**src/rtl/eth_arb_pkg.sv**
```systemverilog
// rtl/eth_arb_pkg.sv - shared types and constants for the Ethernet TX frame arbiter
// Purpose: arbiter FSM state encoding and the default frame-length watchdog limit.
// Ports: none (package).
package eth_arb_pkg;

  typedef enum logic [1:0] {
    e_idle  = 2'd0,
    e_fwd   = 2'd1,
    e_drain = 2'd2
  } eth_arb_state_e;

  // 1518-byte maximum frame carried on a 64-bit bus
  localparam int eth_max_frame_beats_gp = 190;

endpackage

```
**src/rtl/eth_rr_arb.sv**
```systemverilog
// rtl/eth_rr_arb.sv - combinational rotate-priority one-hot picker
// Purpose: returns the first requester at or after rr_ptr_i, wrapping from num_src_p-1 to 0.
// Ports:
//   req_i       in   [num_src_p]        request vector
//   rr_ptr_i    in   [clog2(num_src_p)] index holding highest priority
//   grant_o     out  [num_src_p]        one-hot winner, 0 when no request
//   grant_id_o  out  [clog2(num_src_p)] index of the winner
//   any_o       out  1                  at least one request present
module eth_rr_arb
  import eth_arb_pkg::*;
#(
  parameter int num_src_p = 4
) (
  input  logic [num_src_p-1:0]         req_i,
  input  logic [$clog2(num_src_p)-1:0] rr_ptr_i,
  output logic [num_src_p-1:0]         grant_o,
  output logic [$clog2(num_src_p)-1:0] grant_id_o,
  output logic                         any_o
);

  localparam int id_w_lp = $clog2(num_src_p);
  localparam logic [id_w_lp:0] num_w_lp = (id_w_lp+1)'(num_src_p);

  // One extra bit so ptr + offset (< 2*num_src_p) never overflows before the wrap
  logic [id_w_lp:0]   idx_ext;
  logic [id_w_lp-1:0] idx;

  always_comb begin
    grant_o    = '0;
    grant_id_o = '0;
    any_o      = 1'b0;
    idx_ext    = '0;
    idx        = '0;
    for (int i = 0; i < num_src_p; i++) begin
      idx_ext = {1'b0, rr_ptr_i} + (id_w_lp+1)'(i);
      if (idx_ext >= num_w_lp) begin
        idx_ext = idx_ext - num_w_lp;
      end
      idx = idx_ext[id_w_lp-1:0];
      if (!any_o && req_i[idx]) begin
        any_o        = 1'b1;
        grant_o[idx] = 1'b1;
        grant_id_o   = idx;
      end
    end
  end

endmodule

```
**src/rtl/eth_tx_frame_arbiter.sv**
```systemverilog
// rtl/eth_tx_frame_arbiter.sv - frame-granular round-robin arbiter onto one TX AXIS port
// Purpose: shares the MAC TX stream among num_src_p sources; a grant lasts from a source's
//   first beat to its tlast handshake, so frames never interleave. One idle cycle per frame.
// Optional feature: define ETH_TX_ARB_WATCHDOG_EN to cut frames longer than max_frame_beats_p
//   (last forwarded beat gets tlast=1, tuser=1; the rest of the source frame is drained).
// Ports:
//   clk_i, reset_n_i                    clock, async active-low reset
//   src_tdata_i/tkeep_i/tvalid_i/
//   tlast_i/tuser_i, src_tready_o       per-source AXIS slaves, flattened per source
//   tx_axis_*                           AXIS master towards the MAC FIFO
//   grant_o                             one-hot current owner, 0 when idle
//   busy_o                              arbiter not idle
module eth_tx_frame_arbiter
  import eth_arb_pkg::*;
#(
  parameter int num_src_p         = 4,
  parameter int axis_data_width_p = 64,
  parameter int max_frame_beats_p = eth_max_frame_beats_gp
) (
  input  logic                                     clk_i,
  input  logic                                     reset_n_i,
  input  logic [num_src_p*axis_data_width_p-1:0]   src_tdata_i,
  input  logic [num_src_p*axis_data_width_p/8-1:0] src_tkeep_i,
  input  logic [num_src_p-1:0]                     src_tvalid_i,
  output logic [num_src_p-1:0]                     src_tready_o,
  input  logic [num_src_p-1:0]                     src_tlast_i,
  input  logic [num_src_p-1:0]                     src_tuser_i,
  output logic [axis_data_width_p-1:0]             tx_axis_tdata_o,
  output logic [axis_data_width_p/8-1:0]           tx_axis_tkeep_o,
  output logic                                     tx_axis_tvalid_o,
  input  logic                                     tx_axis_tready_i,
  output logic                                     tx_axis_tlast_o,
  output logic                                     tx_axis_tuser_o,
  output logic [num_src_p-1:0]                     grant_o,
  output logic                                     busy_o
);

  localparam int keep_w_lp = axis_data_width_p/8;
  localparam int id_w_lp   = $clog2(num_src_p);
  localparam logic [id_w_lp-1:0] last_id_lp = id_w_lp'(num_src_p-1);

  eth_arb_state_e     state_q;
  logic [num_src_p-1:0] grant_q;
  logic [id_w_lp-1:0] gid_q;
  logic [id_w_lp-1:0] rr_q;

  logic [num_src_p-1:0] arb_grant;
  logic [id_w_lp-1:0]   arb_id;
  logic                 arb_any;

  eth_rr_arb #(.num_src_p(num_src_p)) u_rr_arb (
    .req_i      (src_tvalid_i),
    .rr_ptr_i   (rr_q),
    .grant_o    (arb_grant),
    .grant_id_o (arb_id),
    .any_o      (arb_any)
  );

  logic [axis_data_width_p-1:0] mux_data;
  logic [keep_w_lp-1:0]         mux_keep;
  logic                         mux_valid;
  logic                         mux_last;
  logic                         mux_user;

  // grant_q is one-hot or zero, so a priority-free select is exact
  always_comb begin
    mux_data  = '0;
    mux_keep  = '0;
    mux_valid = 1'b0;
    mux_last  = 1'b0;
    mux_user  = 1'b0;
    for (int i = 0; i < num_src_p; i++) begin
      if (grant_q[i]) begin
        mux_data  = src_tdata_i[i*axis_data_width_p +: axis_data_width_p];
        mux_keep  = src_tkeep_i[i*keep_w_lp +: keep_w_lp];
        mux_valid = src_tvalid_i[i];
        mux_last  = src_tlast_i[i];
        mux_user  = src_tuser_i[i];
      end
    end
  end

  logic               in_fwd;
  logic               in_drain;
  logic               force_end;
  logic               beat_acc;
  logic [id_w_lp-1:0] rr_next;

  assign in_fwd   = (state_q == e_fwd);
  assign beat_acc = in_fwd & mux_valid & tx_axis_tready_i;
  assign rr_next  = (gid_q == last_id_lp) ? '0 : gid_q + 1'b1;

`ifdef ETH_TX_ARB_WATCHDOG_EN
  localparam int cnt_w_lp = $clog2(max_frame_beats_p+1);
  localparam logic [cnt_w_lp-1:0] limit_m1_lp = cnt_w_lp'(max_frame_beats_p-1);

  // Counts beats already accepted in the current frame
  logic [cnt_w_lp-1:0] beat_cnt_q;

  // The beat on the bus is beat number max_frame_beats_p and is not a real end of frame
  assign force_end = (beat_cnt_q == limit_m1_lp) & ~mux_last;
  assign in_drain  = (state_q == e_drain);
`else
  assign force_end = 1'b0;
  assign in_drain  = 1'b0;
`endif

  assign tx_axis_tvalid_o = in_fwd & mux_valid;
  assign tx_axis_tdata_o  = in_fwd ? mux_data : '0;
  assign tx_axis_tkeep_o  = in_fwd ? mux_keep : '0;
  assign tx_axis_tlast_o  = in_fwd & (mux_last | force_end);
  assign tx_axis_tuser_o  = in_fwd & (mux_user | force_end);
  // Draining sinks the owner's beats regardless of downstream backpressure
  assign src_tready_o     = grant_q & ({num_src_p{in_fwd & tx_axis_tready_i}} | {num_src_p{in_drain}});
  assign grant_o          = grant_q;
  assign busy_o           = (state_q != e_idle);

  always_ff @(posedge clk_i or negedge reset_n_i) begin
    if (!reset_n_i) begin
      state_q    <= e_idle;
      grant_q    <= '0;
      gid_q      <= '0;
      rr_q       <= '0;
`ifdef ETH_TX_ARB_WATCHDOG_EN
      beat_cnt_q <= '0;
`endif
    end else begin
      case (state_q)
        e_idle: begin
          if (arb_any) begin
            state_q    <= e_fwd;
            grant_q    <= arb_grant;
            gid_q      <= arb_id;
`ifdef ETH_TX_ARB_WATCHDOG_EN
            beat_cnt_q <= '0;
`endif
          end
        end
        e_fwd: begin
          if (beat_acc) begin
`ifdef ETH_TX_ARB_WATCHDOG_EN
            beat_cnt_q <= beat_cnt_q + 1'b1;
`endif
            if (mux_last) begin
              state_q <= e_idle;
              grant_q <= '0;
              rr_q    <= rr_next;
            end else if (force_end) begin
              state_q <= e_drain;
            end
          end
        end
`ifdef ETH_TX_ARB_WATCHDOG_EN
        e_drain: begin
          if (mux_valid && mux_last) begin
            state_q <= e_idle;
            grant_q <= '0;
            rr_q    <= rr_next;
          end
        end
`endif
        default: begin
          state_q <= e_idle;
          grant_q <= '0;
        end
      endcase
    end
  end

endmodule

```
**config.mk**
```make
export PLATFORM = sky130hd
export DESIGN_NAME = eth_tx_frame_arbiter
export DESIGN_NICKNAME = d
export VERILOG_FILES = /design/src/rtl/eth_arb_pkg.sv /design/src/rtl/eth_rr_arb.sv /design/src/rtl/eth_tx_frame_arbiter.sv
export SDC_FILE = /design/constraint.sdc
export NUM_CORES = 1
export LEC_CHECK = 0
export CAP_MARGIN = 0
export CORE_AREA = 2 2 152 154
export CTS_BUF_LIST = sky130_fd_sc_hd__clkbuf_16
export DETAILED_ROUTE_END_ITERATION = 12
export DIE_AREA = 0 0 154 156
export HOLD_SLACK_MARGIN = 0.1
export PLACE_DENSITY_LB_ADDON = 0.12
export SYNTH_ARGS = -nofsm -noshare
export SYNTH_HDL_FRONTEND = slang
export SYNTH_SLANG_ARGS = --single-unit
```
**constraint.sdc**
```tcl
create_clock -name clk_i -period 5.75 [get_ports clk_i]
set_clock_uncertainty 0.2 [all_clocks]
set_input_delay 0.8625 -clock clk_i [delete_from_list [all_inputs] [get_ports clk_i]]
set_output_delay 0.8625 -clock clk_i [all_outputs]
set_load 0.005 [all_outputs]
```
==> results of run 1 <==
layout make-up:
cell class                      count  area, µm²  share of cell area
Timing Repair Buffer              395       3930               0.533
Multi-Input combinational cell    469       2750               0.372
Tap cell                          285        357              0.0483
Sequential cell                     9        231              0.0314
Clock buffer                        3       75.1              0.0102
Inverter                            7       26.3             0.00356
Antenna cell                        3       7.51             0.00102
Clock inverter                      1       3.75            0.000509
sequential cells by signal (all words and copies together) (netlist names):
register and cells:
grant_o 4, gid_q 2, rr_q 2, state_q 1
logic make-up (layout without fill, tap and decap cells):
| family | count (synthesis) | in the layout | synth area share |
|---|---|---|---|
| DFF | 9 | 9 | 0.0689 |
| AOI/OAI and AO/OA | 193 | 193 | 0.418 |
| adders and majority gates | 8 | 8 | 0.0306 |
| and+or+nand+nor | 255 | 255 | 0.338 |
| other | 0 | 3 | 0 |
| buffers and inverters | 74 | 406 | 0.0919 |
| muxes | 13 | 13 | 0.0525 |
how the worst max path moves through the flow:
stage	startpoint	to	slack, ns
floorplan	grant_o[1]	tx_axis_tdata_o[10]	3.08
global placement	src_tvalid_i[3]	tx_axis_tvalid_o	1.96
detailed placement	src_tvalid_i[3]	tx_axis_tvalid_o	1.97
CTS	grant_o[1]	tx_axis_tdata_o[53]	1.86
global route	grant_o[1]	tx_axis_tdata_o[23]	1.72
finish	grant_o[1]	tx_axis_tdata_o[20]	1.89
stage by stage:
stage | instances | hold WS, ns | instance area [µm²] | worst slack (ns)
6_report | 1172 | 0.302 | 7380 | 1.89
2_1_floorplan | 552 | 0.258 | 3270 | 3.08
5_1_grt | 1172 | 0.322 | 7380 | 1.72
4_1_cts | 1169 | 0.288 | 7370 | 1.86
3_5_place_dp | 1165 | 0.283 | 7290 | 1.97
3_3_place_gp | 1165 | 0.280 | 7290 | 1.96
cell usage in the layout (no fill, tap or decap), drive strengths merged, types with 2 or more instances in the layout:
cell type and n:
clkdlybuf4s50 386, nor2 155, a221oi 78, a21oi 76
nor3 73, o21ai 10, buf 9, dfrtp 9
nand2 8, ha 8, inv 8, mux2i 7
o211ai 6, nand2b 6, and3 4, o22ai 4
a2bb2oi 4, a31o 4, diode 3, mux4 3
mux2 3, clkbuf 3, nor2b 3, and2 2
or2 2
power breakdown:
group	switching [mW]	total [mW]	leakage, nW	internal (mW)
clock	0.0302	0.121	0.0423	0.0908
combinational	1.41	2.87	2.53	1.47
sequential	0.0968	0.191	0.106	0.0941
total	1.53	3.18	2.67	1.65
routing by layer:
| metal | vias to the layer above | global-route usage | share of wire |
|---|---|---|---|
| met1 | 2537 | 0.223 | 0.39 |
| met2 | 300 | 0.333 | 0.50 |
| met5 | - | 0 | 0.00053 |
| li1 | 2744 | - | - |
| met4 | 2 | 0.0374 | 0.019 |
| met3 | 29 | 0.0478 | 0.087 |
critical path, stage by stage (launching register included):
cell	delay [ns]
dfrtp_2	0.64
buf_4	0.67
a221oi_1	0.22
nor3_1	0.23
a21oi_1	0.06
nor2_1	0.12
clkdlybuf4s50_1	0.55
==> flow_summary.json, run 1 <==
{
  "status": "complete, no violations",
  "r2r-end": "grant_o[1]",
  "grt_use_total": 0.186,
  "antenna_found_initial": 4,
  "tns_ns": 0,
  "required_ns": 4.69,
  "gr-total-overflow": 0,
  "max_freq_mhz": 259,
  "slew_headroom": 0.327,
  "grt_pass1_vias": 5505,
  "yosysTopAreaCell": "a221oi_1",
  "path_clk_slew_ns": 0.04,
  "async_flop_share": 1.00,
  "yosysSeqAreaShare": 0.0689,
  "tritoncts": "built",
  "critPathMaxFanout": 61,
  "drt_wl_total_um": 24500,
  "ant_nets": 0,
  "whs_path_depth": 1,
  "synth.yosys.warnings": 0,
  "pin_count": 387,
  "syn-cell-area_um2": 3270,
  "die-area_um2": 24000,
  "num-fill-cells": 2417,
  "r2r_cells": 7,
  "cts.sinks": 9,
  "power.leakage_nw": 2.67,
  "critPathKind": "flip-flop to output port",
  "ys.flop_type": "dfrtp_1",
  "hold_viol": 0,
  "die_h_um": 156,
  "synthTopCellsByArea": "a221oi_1 21%, nor2_1 18%, a21oi_1 12%, nor3_1 11%, dfrtp_1 6.9%",
  "total_power_mw": 3.18,
  "synth_nets": 863,
  "num_rows": 55,
  "synth_edf_count": 0,
  "cts_root_buf": "clkbuf_16",
  "clkLatencyLatePin_ns": 0.23,
  "end_kind": "output port",
  "post-cts-setup-buffers": 0,
  "grt_pass1_wl_um": 34800,
  "hold_end": "rr_q[0]",
  "synth.distinct_cells": 41,
  "worstHoldStart": "gid_q[0]",
  "tightest_slew_ns": 1.01,
  "synth_top_area_frac": 0.209,
  "min_period_ns": 3.86,
  "period_share": 0.671,
  "cts_buffer_depth": 2,
  "pwr_density_cell_nw_per_um2": 431,
  "worstSetupStartpointType": "flip-flop",
  "core_um2": 22400,
  "cts_hold_buf": 0,
  "wl_per_cell_um": 20.9,
  "dp_hpwl_um": 18400,
  "drc": 0,
  "synth-seq-cells": 9,
  "utilization": 0.330,
  "cts_resized": 0,
  "hold_class": "flip-flop to flip-flop",
  "place.port_buffers": 386,
  "ir_worst_vdd_mv": 0.167,
  "drtPass1Iterations": 5,
  "areaGrowthSynthToFinish_pct": 126,
  "cts_buffers": 3,
  "dr.first_iter.drc_count": 417,
  "postSynthCellCount": 552,
  "initial_core_util": 0.146,
  "yosys-top-cells-count": "155 x nor2_1, 78 x a221oi_1, 76 x a21oi_1, 73 x nor3_1, 56 x clkbuf_1",
  "htree_levels": 1,
  "timing.reg2reg.setup_slack_ns": 2.53,
  "drive_above_1_share": 0.0351,
  "fin_nets": 1196,
  "vias": 5612,
  "synth.most_common_cell": "nor2_1",
  "vias_per_cell": 4.79,
  "setup_viol": 0,
  "maxCapViolations": 0,
  "final_max_slew_viol_count": 0,
  "globalplace.congestion": 0.830,
  "die_w_um": 154,
  "arrival_ns": 2.80,
  "grt_max_degree": 79,
  "syn_avg_cell_area_um2": 5.92,
  "rsz0062_at_grt": "false",
  "r2r_start": "rr_q[1]"
}
Power figures use the tool's default switching activity.
==> run 2, diff against run 1 <==
--- a/config.mk
+++ b/config.mk
@@ -6,10 +6,10 @@
 export NUM_CORES = 1
 export LEC_CHECK = 0
 export CAP_MARGIN = 0
-export CORE_AREA = 2 2 152 154
+export CORE_AREA = 2 2 149 151
 export CTS_BUF_LIST = sky130_fd_sc_hd__clkbuf_16
 export DETAILED_ROUTE_END_ITERATION = 12
-export DIE_AREA = 0 0 154 156
+export DIE_AREA = 0 0 151 153
 export HOLD_SLACK_MARGIN = 0.1
 export PLACE_DENSITY_LB_ADDON = 0.12
 export SYNTH_ARGS = -nofsm -noshare
==> constraint.sdc (replaced) <==
create_clock -name clk_i -period 4 [get_ports clk_i]
set_clock_uncertainty 0.2 [all_clocks]
set_input_delay 0.6 -clock clk_i [delete_from_list [all_inputs] [get_ports clk_i]]
set_output_delay 0.6 -clock clk_i [all_outputs]
set_load 0.005 [all_outputs]
==> run 2 against run 1 <==
Sequential power increased by 26%. Clock power increased by 41%. Flip-flop and latch count unchanged. Routed wire length increased by 3.0%. Clock-buffer cell count unchanged. Worst setup slack got worse by 1.2 ns. Final area increased by 2.0%.
==> flow_summary.json, run 2 (synthesis results as in run 1) <==
{
  "drt_wl_total_um": 25200,
  "post-cts-setup-buffers": 0,
  "tightest_slew_ns": 0.720,
  "max_freq_mhz": 305,
  "clkLatencyLatePin_ns": 0.23,
  "initial_core_util": 0.152,
  "rsz0062_at_grt": "false",
  "areaGrowthSynthToFinish_pct": 130,
  "place.port_buffers": 386,
  "worstHoldStart": "gid_q[0]",
  "required_ns": 3.20,
  "grt_max_degree": 79,
  "cts_buffer_depth": 2,
  "worstSetupStartpointType": "input port",
  "grt_use_total": 0.203,
  "die_w_um": 151,
  "dr.first_iter.drc_count": 304,
  "vias": 5710,
  "status": "complete, no violations",
  "core_um2": 21500,
  "path_clk_slew_ns": 0.04,
  "r2r_start": "rr_q[0]",
  "critPathMaxFanout": 13,
  "largest_reg_flops": 4,
  "ant_nets": 0,
  "setup_viol": 0,
  "cts_root_buf": "clkbuf_16",
  "final_cell_mix": "386 x clkdlybuf4s50_1, 155 x nor2_1, 78 x a221oi_1, 76 x a21oi_1, 73 x nor3_1",
  "period_share": 0.821,
  "die_h_um": 153,
  "min_period_ns": 3.28,
  "critPathKind": "input port to output port",
  "cts_resized": 0,
  "globalplace.congestion": 0.900,
  "final_max_slew_viol_count": 0,
  "vias_per_cell": 4.85,
  "end_kind": "output port",
  "fin_nets": 1207,
  "drc": 0,
  "drive_above_1_share": 0.0469,
  "utilization": 0.350,
  "grt_pass1_wl_um": 35600,
  "cts.sinks": 9,
  "hold_class": "flip-flop to flip-flop",
  "pin_count": 387,
  "die-area_um2": 23100,
  "timing.reg2reg.setup_slack_ns": 1.13,
  "slew_headroom": 0.519,
  "hold_viol": 0,
  "cts_hold_buf": 0,
  "cts_buffers": 3,
  "num_rows": 54,
  "hold_end": "rr_q[0]",
  "drtPass1Iterations": 5,
  "htree_levels": 1,
  "layout_commonest_cell": "clkdlybuf4s50_1",
  "r2r-end": "grant_o[1]",
  "power.leakage_nw": 2.75,
  "whs_path_depth": 1,
  "tritoncts": "built",
  "pwr_density_cell_nw_per_um2": 634,
  "tns_ns": 0,
  "maxCapViolations": 0,
  "dp_hpwl_um": 19600,
  "gr-total-overflow": 0,
  "ir_worst_vdd_mv": 0.352,
  "arrival_ns": 2.48,
  "wl_per_cell_um": 21.4,
  "grt_pass1_vias": 5570,
  "antenna_found_initial": 2,
  "r2r_cells": 7
}
==> run 2: cell types whose count changed in the layout (fill, tap and decap cells not counted), sizes merged <==
cell | previous run | this run
buf | 9 | 20
diode | 3 | 2
==> run 2: layer usage <==
| layer | wire (µm) | vias up | global-route usage | part of all wire |
|---|---|---|---|---|
| met5 | 0 | - | 0 | 0 |
| met4 | 375 | 0 | 0.0383 | 0.015 |
| met1 | 10000 | 2654 | 0.241 | 0.40 |
| met2 | 12600 | 270 | 0.366 | 0.50 |
| met3 | 2240 | 18 | 0.0531 | 0.089 |
| li1 | - | 2768 | - | - |
==> run 2: worst max-delay path by stage <==
stage | from | endpoint | slack [ns] | cells after the start
global placement | src_tvalid_i[3] | tx_axis_tvalid_o | 0.74 | 6
floorplan | rr_q[0] | grant_o[2] | 1.48 | 8
CTS | grant_o[0] | tx_axis_tdata_o[9] | 0.68 | 7
detailed placement | src_tvalid_i[3] | tx_axis_tvalid_o | 0.71 | 6
global route | grant_o[0] | tx_axis_tdata_o[38] | 0.51 | 7
finish | src_tvalid_i[3] | tx_axis_tvalid_o | 0.72 | 6
==> run 2: final cells by class <==
| type | instances | area [µm²] |
|---|---|---|
| fillers | 2349 | 14000 |
| repair buffers | 406 | 4090 |
| multi-input cells | 469 | 2750 |
| well taps | 280 | 350 |
| flip-flops and latches | 9 | 231 |
| clock buffers | 3 | 75.1 |
| inverters | 7 | 26.3 |
| diodes | 2 | 5.00 |
| clock inverters | 1 | 3.75 |
==> run 2: metrics by stage <==
stage	instance area [µm²]	setup WS [ns]	power [mW]	hold WS (ns)	cells
final	7530	0.717	4.77	0.282	1177
after global routing	7530	0.515	5.25	0.313	1177
after CTS	7520	0.676	4.85	0.281	1175
after detailed placement	7450	0.707	4.64	0.276	1171
after global placement	7450	0.743	4.69	0.295	1171
after floorplan	3270	1.48	2.36	0.104	552
==> run 2: critical path, stage by stage <==
cell	delay, ns
clkdlybuf4s50_1	0.72
nand2b_1	0.16
o311ai_0	0.14
a31o_2	0.31
inv_1	0.06
clkdlybuf4s50_1	0.49
==> run 2: power by group <==
group	internal, mW	leakage [nW]	switching [mW]
clock	0.130	0.0423	0.0403
sequential	0.136	0.106	0.104
combinational	2.23	2.60	2.14
==> run 3, diff against run 2 <==
--- a/config.mk
+++ b/config.mk
@@ -6,10 +6,10 @@
 export NUM_CORES = 1
 export LEC_CHECK = 0
 export CAP_MARGIN = 0
-export CORE_AREA = 2 2 149 151
+export CORE_AREA = 2 2 148 150
 export CTS_BUF_LIST = sky130_fd_sc_hd__clkbuf_16
 export DETAILED_ROUTE_END_ITERATION = 12
-export DIE_AREA = 0 0 151 153
+export DIE_AREA = 0 0 150 152
 export HOLD_SLACK_MARGIN = 0.1
 export PLACE_DENSITY_LB_ADDON = 0.12
 export SYNTH_ARGS = -nofsm -noshare
==> constraint.sdc (replaced) <==
create_clock -name clk_i -period 2.7 [get_ports clk_i]
set_clock_uncertainty 0.2 [all_clocks]
set_input_delay 0.405 -clock clk_i [delete_from_list [all_inputs] [get_ports clk_i]]
set_output_delay 0.405 -clock clk_i [all_outputs]
set_load 0.005 [all_outputs]
==> run 3 against run 2 <==
Hold slack better by 0.0017 ns. Flip-flop and latch count stayed put. Sequential power is 13% higher. Critical path type is now flip-flop to output port. Critical path depth is 2 higher. Sequential share of layout area is 0.24 points lower. Largest power group unchanged. Routed wire length is 1.1% higher. The run now ends with negative setup slack left. Highest routed layer unchanged. Register-to-register slack worse by 0.78 ns.
==> flow_summary.json, run 3 (synthesis results as in run 1) <==
{
  "grt_pass1_wl_um": 35700,
  "hold_viol": 0,
  "areaGrowthSynthToFinish_pct": 150,
  "largest_reg_flops": 4,
  "wl_per_cell_um": 20.9,
  "final_cell_mix": "317 x clkdlybuf4s50_1, 155 x nor2_1, 71 x nor3_1, 71 x a21oi_1, 55 x a221oi_1",
  "dpl_cell_area_um2": 7670,
  "dp_cells": 1192,
  "fin_area_um2": 8170,
  "die_w_um": 150,
  "globalplace.congestion": 0.897,
  "cts.sinks": 9,
  "drc": 0,
  "vias": 5858,
  "initial_core_util": 0.153,
  "path_clk_slew_ns": 0.04,
  "dr.first_iter.drc_count": 277,
  "slowest_stage": "clkdlybuf4s50_1",
  "hold_class": "input port to async pin",
  "violations": "negative setup slack",
  "num_rows": 54,
  "r2r_cells": 9,
  "drtPass1Iterations": 4,
  "cts_buffer_depth": 2,
  "vias_per_cell": 4.81,
  "utilization": 0.383,
  "critPathKind": "flip-flop to output port",
  "cts_root_buf": "clkbuf_16",
  "cts_buffers": 3,
  "tightest_slew_ns": 0.470,
  "r2r_start": "rr_q[0]",
  "critPathLaunch": "grant_o[0]",
  "min_period_ns": 2.78,
  "htree_levels": 1,
  "timing.reg2reg.setup_slack_ns": 0.35,
  "period_share": 1.03,
  "critPathMaxFanout": 13,
  "layout_commonest_cell": "clkdlybuf4s50_1",
  "pwr_density_cell_nw_per_um2": 917,
  "max_freq_mhz": 360,
  "drt_wl_total_um": 25500,
  "ir_worst_vdd_mv": 0.322,
  "pin_count": 387,
  "worstSetupStartpointType": "flip-flop",
  "power.leakage_nw": 3.44,
  "gr-total-overflow": 0,
  "hold_slack_ns": 0.283,
  "required_ns": 2.10,
  "clkLatencyLatePin_ns": 0.24,
  "stdcell_count": 1218,
  "tns_ns": -0.116,
  "final_max_slew_viol_count": 0,
  "antenna_found_initial": 6,
  "crit_family": "buffers and inverters",
  "maxCapViolations": 0,
  "place.port_buffers": 386,
  "grt_use_total": 0.203,
  "dp_hpwl_um": 19400,
  "cp.buffers_inverters": 3,
  "fin_nets": 1244,
  "drive_above_1_share": 0.118,
  "slew_headroom": 0.678,
  "crit_chain": "nor2b_4 > buf_4 > bufbuf_16 > a221oi_1 > nor3_1 > a21oi_1 > nor2_1 > clkdlybuf4s50_1",
  "status": "finished with violations",
  "grt_max_degree": 60,
  "die-area_um2": 22800,
  "setup_ws_ns": -0.0794,
  "worstSetupPathDepth": 8,
  "r2r-end": "grant_o[3]",
  "cpPeakStageDelay_ns": 0.46,
  "core_um2": 21400,
  "die_h_um": 152,
  "setup.worst_path.end": "tx_axis_tdata_o[54]",
  "tritoncts": "built",
  "grt_pass1_vias": 5927,
  "end_kind": "output port",
  "rsz0062_at_grt": "true",
  "ant_nets": 0,
  "cts_hold_buf": 0,
  "arrival_ns": 2.17,
  "setup_viol": 2
}
[run 3: changes by cell type in the layout (fill, tap and decap cells not counted), sizes merged, moves of 3 or more]
cell           change
dlygate4sd2       +46
clkbuf             +3
diode              +4
buf               +34
dlymetal6s2s      +20
clkdlybuf4s50     -69
[run 3: power by group]
part / total [mW] / switching [mW] / leakage [nW] / internal (mW)
registers: 0.271 / 0.0685 / 0.106 / 0.203
logic: 6.96 / 3.51 / 3.29 / 3.45
clock network: 0.261 / 0.0674 / 0.0423 / 0.194
[run 3: layout make-up]
cell class / count / area (µm²)
Timing Repair Buffer: 443 / 4520
Sequential cell: 9 / 231
Inverter: 7 / 28.8
Antenna cell: 6 / 15.0
Tap cell: 280 / 350
Clock buffer: 3 / 75.1
Fill cell: 2279 / 13200
Clock inverter: 1 / 3.75
Multi-Input combinational cell: 469 / 2940
[run 3: worst register-to-register path, delay by kind of cell (launching register included)]
kind,cells,cell delay (ns)
compound gates,3,0.62
flops,1,0.34
fa+ha+maj,1,0.37
mux,2,0.29
buf+inv,3,0.41
[run 3: per-layer routing]
layer  GRT usage  wire length (µm)
met1       0.236             10100
met2       0.362             12400
met3      0.0474              2220
met4      0.0683               844
met5           0                 0
[run 3: worst min-delay path by stage]
stage              start        to  slack [ns]
2_1_floorplan  reset_n_i  gid_q[0]       -0.09
3_3_place_gp    gid_q[0]   rr_q[0]        0.30
3_5_place_dp    gid_q[1]  gid_q[1]        0.31
4_1_cts        reset_n_i   rr_q[1]        0.31
5_1_grt        reset_n_i   rr_q[1]        0.33
6_report       reset_n_i   rr_q[1]        0.28
[run 3: through the flow]
step / power (mW) / worst slack (ns)
after floorplan: 3.50 / 0.178
after global placement: 7.20 / -0.263
after detailed placement: 7.14 / -0.285
after CTS: 7.33 / -0.127
after global routing: 8.19 / -0.218
final: 7.49 / -0.0794
[run 3: what timing repair did]
item,CTS,global route
gates cloned,2,2
setup buffers,7,5
gates resized for setup,65,49
pin swaps,7,17
endpoints found under the setup margin,48,30
